--- src/rtl/gf180mcu_fd_sc_mcu9t5v0__incond.sv ---
// Pad-input conditioner: synchronizes raw I into CLK, debounces it into Z and flags edges on RISE/FALL.
// Latency SYNC_STAGES+DB_CYCLES edges from a stable I step to Z; no backpressure, free-running every CLK.
module gf180mcu_fd_sc_mcu9t5v0__incond #(
   parameter int SYNC_STAGES = 2,
   parameter int DB_CYCLES   = 8
) (
   input  logic CLK,
   input  logic RST,
   input  logic I,
   input  logic EN,
   output logic Z,
   output logic RISE,
   output logic FALL,
   output logic BUSY
);
   localparam int CW = $clog2(DB_CYCLES);
   localparam logic [CW-1:0] CNT_LAST = CW'(DB_CYCLES - 1);

   logic [SYNC_STAGES-1:0] sync_q;
   logic                   s;
   logic [CW-1:0]          cnt;
   logic [CW-1:0]          cnt_nxt;
   logic                   z_nxt;
   logic                   rise_nxt;
   logic                   fall_nxt;

   assign s = sync_q[SYNC_STAGES-1];

   // Any cycle where s agrees with Z, or the filter is disabled, discards progress.
   always_comb begin
      cnt_nxt  = '0;
      z_nxt    = Z;
      rise_nxt = 1'b0;
      fall_nxt = 1'b0;
      if (EN && (s != Z)) begin
         if (cnt == CNT_LAST) begin
            z_nxt    = s;
            rise_nxt = s;
            fall_nxt = ~s;
         end else begin
            cnt_nxt = cnt + CW'(1);
         end
      end
   end

   always_ff @(posedge CLK or posedge RST) begin
      if (RST) begin
         sync_q <= '0;
         cnt    <= '0;
         Z      <= 1'b0;
         RISE   <= 1'b0;
         FALL   <= 1'b0;
         BUSY   <= 1'b0;
      end else begin
         sync_q <= {sync_q[SYNC_STAGES-2:0], I};
         cnt    <= cnt_nxt;
         Z      <= z_nxt;
         RISE   <= rise_nxt;
         FALL   <= fall_nxt;
         BUSY   <= (cnt_nxt != '0);
      end
   end
endmodule

--- config.mk ---
export PLATFORM = sky130hd
export DESIGN_NAME = gf180mcu_fd_sc_mcu9t5v0__incond
export DESIGN_NICKNAME = d
export VERILOG_FILES = /design/src/rtl/gf180mcu_fd_sc_mcu9t5v0__incond.sv
export SDC_FILE = /design/constraint.sdc
export NUM_CORES = 1
export LEC_CHECK = 0
export ABC_AREA = 1
export BUFFER_PORTS_ARGS = -buffer_cell sky130_fd_sc_hd__buf_2
export CORE_AREA = 2 2 39 41
export DETAILED_ROUTE_END_ITERATION = 8
export DIE_AREA = 0 0 41 43
export PLACE_DENSITY = 0.52
export SETUP_SLACK_MARGIN = 0.02
export SLEW_MARGIN = 40
export SYNTH_ARGS = -nofsm -noshare
export SYNTH_HDL_FRONTEND = slang
export SYNTH_SLANG_ARGS = --single-unit
--- constraint.sdc ---
create_clock -name CLK -period 1.3 [get_ports CLK]
set_input_delay 0.26 -clock CLK [delete_from_list [all_inputs] [get_ports CLK]]
set_output_delay 0.26 -clock CLK [all_outputs]
set_load 0.1 [all_outputs]
Word level (Yosys, flattened, before mapping). Index checks and enable logic that the tools add are counted.

Equality and inequality tests: 2. $mul: 0. Add/subtract/negate cells: 1. Order comparisons: 0. Shift operators: 0. Muxes and demuxes: 6. Reduce and logical (&&, ||, !) cells: 3. Div/mod/pow operators: 0. Bitwise gates (word level): 1.

Operator list (count): two-way mux 3 bit (2); two-way mux 1 bit (4); adder 3 x 1 -> 3 bit (second input constant) (1); equality test 3 bit (second input constant) (1); nonzero test 3 bit (1); AND reduction 2 bit (1); logical AND 1 bit (1); inequality test 1 bit (1); inverter 1 bit (1).

Input bits: 4. Memories kept: 0. Bits in latches: 0. Output and inout bits: 4. Logic and storage cells: 19. Flip-flop bits (word level): 9. Bits in writable memories: 0. Memory bits (read-only): 0.

Logic depth before layout (Yosys ltp).
Depth after elaboration: 4. Mapped depth: 5. Gate-level depth less buffers: 5.

Least setup slack after synthesis. No wires, ideal clock.

Kind: register -> register. From: register Z. To: register BUSY. Data required time: 1.180 ns. Data arrival time: 1.370 ns. Stages on the path, launching flop included: 6. Setup slack: -0.191 ns. Clock period less this slack: 1.491 ns. Path buffers: 0. Library setup time: 0.120 ns. Cells stage by stage: dfrtp_1 -> nand2_1 -> nand2_1 -> nor2_2 -> o21ai_1 -> nand2_1.

Longest elaborated chain between the ends: 4.

Ends and longest elaborated chain: start, declared (line 11) `output logic Z,`; start signal, assigned (line 57) `Z <= z_nxt;`; inequality test 1 bit (line 35) `if (EN && (s != Z)) begin`; logical AND 1 bit (line 35); two-way mux 3 bit (line 35); nonzero test 3 bit (line 60) `BUSY <= (cnt_nxt != '0);`; end signal, assigned (line 60); end, declared (line 14) `output logic BUSY`.

Every way passes these cells. A chain may end at the register's enable or synchronous reset.

Worst setup path in the final report.
From: register cnt[0]. To: register Z.

Longest elaborated chain between the ends: 2.

Ends and longest elaborated chain: start, declared (line 21) `logic [CW-1:0] cnt;`; start signal, assigned (line 56) `cnt <= cnt_nxt;`; equality test 3 bit (line 36) `if (cnt == CNT_LAST) begin`; AND reduction 2 bit (no line).

Every way passes these cells.

==> metrics <==
Finished Cell Area about 500 sq um; vias in the first global route 239; Power per Cell Area roughly 1100 mW/mm^2; CP max stage delay roughly 0.40 ns; PortBufs 7; Reg-to-Reg End Z; Clk pwr share around 38%; Die X-Extent 41 microns; CTS Hold Bufs 1; worst vdd ir 0.511 mV; RD Place Congestion 0.747; Worst EP arrival 1.30 ns; CP max-delay cell dfrtp_1; register area share after synthesis 63.6%; status complete, no violations; Post CTS Setup Buffer Count 0; die area 0.00176 sq mm; syn avg cell area ~10 sq um; commonest non-fill, non-tap cell in the layout dfrtp_1; Final Setup Violations 0; Clock Skews 0.000147 ns; # diodes 0; hold path depth 1; Post-DRT Antenna Nets 0; worst path required time 1.45 ns; Setup TNS 0 ns; Register Area about 230 sq um; Worst R2R Start cnt[0]; GR Overflow Total 0; Multi-input gate area 103 sq um; gate count of the mapped netlist 34; CTS H-Tree Depth 1; WS Path Type register to register; Vert. Die Dim 43 microns; Core Rows 14; CP cell instances ha_1 > ha_1 > a31oi_1 > nor2_1; HP Start I; Crit path buffers/inverters 0; final worst-path cycle share 88.7%; first-pass GRT wire length ~880 microns; Max Cap Viol 0; Critical Path Sink Type register; Top delay family on crit path adder cells; TritonCTS clock tree yes; largest net degree at the start of global routing 10; hold endpoint sync_q[0]; crit path max fanout 5; initial detailed-routing violation count 2; combinational power share 9.2%; Pre-Repair DR Iteration Count 3; share of cells above drive strength 1 28.3%; Leakage Power ~0.28 nW; P_sw 0.000129 W; Routed WL per cell 8.16 microns; Post-Syn Area 354 sq um; clk buf depth 2; RSZ-0062 raised after global routing false; CTS root buffer clkbuf_4; clk_lat worst skew 0.25 ns; Tmin final roughly 1.2 ns; placed cell area 470 sq um; syn_nets 40; worst-margin pin slew approximately 0.33 ns; clk slew on worst S/H paths about 0.060 ns; initial antenna violation count 0; sequential power share 53.0%; core area between 0.001 and 0.0015 sq mm; final count of hold timing violations 0; Ys Warns 0; Num CTS Buffers 3; gr usage total 8.14%; drt drc 0; fmax 867 MHz; HP Class input pin to register; I/O pin cnt 8; fillers 131; nets 53; R2R setup slack 0.15 ns; WL final between 500 and 600 microns; most frequent cells in the layout dfrtp_1 (8), inv_1 (7), nand2_1 (5), nor2_1 (4), buf_12 (4); Initial Util 25.6%; Max Slew Vio Count 0; P&R area growth vs syn 43.1%; vias per inst 4.11; CTS sink count 9; Max-slew headroom 78.1%; reg2reg path depth 4; Distinct cells, synth 11; DR vias 255; Pint 0.000425 W; sw frac 23.3%; CTS resizes 0; nature of the critical path startpoint register; most used cell, CP ha_1; #FFs+latches synth 9
metrics by stage:
step / setup slack, ns / power, W / std cells / util [%] / hold slack, ns
after floorplan: 0.118 / 0.000329 / 34 / - / 0.0879
after global placement: 0.173 / 0.000348 / 57 / 34.0 / 0.235
after detailed placement: 0.155 / 0.000349 / 57 / 34.0 / 0.234
after CTS: 0.137 / 0.000568 / 62 / 36.6 / 0.0961
after global routing: 0.0494 / 0.000579 / 62 / 36.6 / 0.0964
final: 0.146 / 0.000554 / 62 / 36.6 / 0.107
power groups by stage:
stage | clock network [W] | registers, W | logic [W]
2_1_floorplan | 0 | 0.000311 | 0.0000173
3_3_place_gp | 0 | 0.000299 | 0.0000494
3_5_place_dp | 0 | 0.000299 | 0.0000496
4_1_cts | 0.000222 | 0.000294 | 0.0000519
5_1_grt | 0.000228 | 0.000294 | 0.0000565
6_report | 0.000209 | 0.000294 | 0.0000511
registers in the layout, indices dropped and copies added (netlist names):
signal / flops
BUSY: 1
FALL: 1
RISE: 1
Z: 1
cnt: 3
sync_q: 2
how the worst max path moves through the flow:
stage           start  endpoint  slack [ns]  cells past startpoint
2_1_floorplan       Z      BUSY        0.12                      5
3_3_place_gp   cnt[0]         Z        0.17                      5
3_5_place_dp   cnt[0]         Z        0.16                      4
4_1_cts             Z         Z        0.14                      1
5_1_grt        cnt[0]         Z        0.05                      5
6_report       cnt[0]         Z        0.15                      4
synth_stat cells:
| cell type | n | share of area (%) |
|---|---|---|
| inv_1 | 7 | 7.4 |
| dfrtp_1 | 9 | 64 |
| nand3_1 | 2 | 2.8 |
| a31oi_1 | 1 | 1.8 |
| ha_1 | 2 | 7.1 |
| nand4_1 | 1 | 1.8 |
| nor2_2 | 1 | 1.8 |
| nand2_1 | 5 | 5.3 |
| nor2_1 | 4 | 4.2 |
| nor3_2 | 1 | 2.8 |
| o21ai_1 | 1 | 1.4 |
worst reg2reg max path: stages, from the launching register on:
cell and delay, ns:
dfrtp_1 0.40, ha_1 0.21, ha_1 0.24, a31oi_1 0.15, nor2_1 0.05
kinds of logic after synthesis:
logic type | count (synthesis) | synth area share [%]
adders and majority gates | 2 | 7.07
buffers and inverters | 7 | 7.42
and+or+nand+nor | 14 | 18.7
AOI/OAI and AO/OA | 2 | 3.18
DFF | 9 | 63.6
metal layers:
metal | GRT usage (%) | share of wire, % | up-vias
li1 | - | - | 131
met3 | 4.71 | 6.1 | 2
met4 | 6.00 | 2.0 | 0
met5 | 0 | 0 | -
met1 | 9.73 | 48 | 114
met2 | 10.3 | 43 | 8
layout make-up:
type / count / share of cell area [%]
clock buffers: 4 / 5.19
inverters: 7 / 5.19
multi-input cells: 18 / 20.2
flip-flops and latches: 9 / 44.7
well taps: 16 / 3.95
repair buffers: 8 / 20.7
No activity file was read; power rests on OpenSTA's default activity.
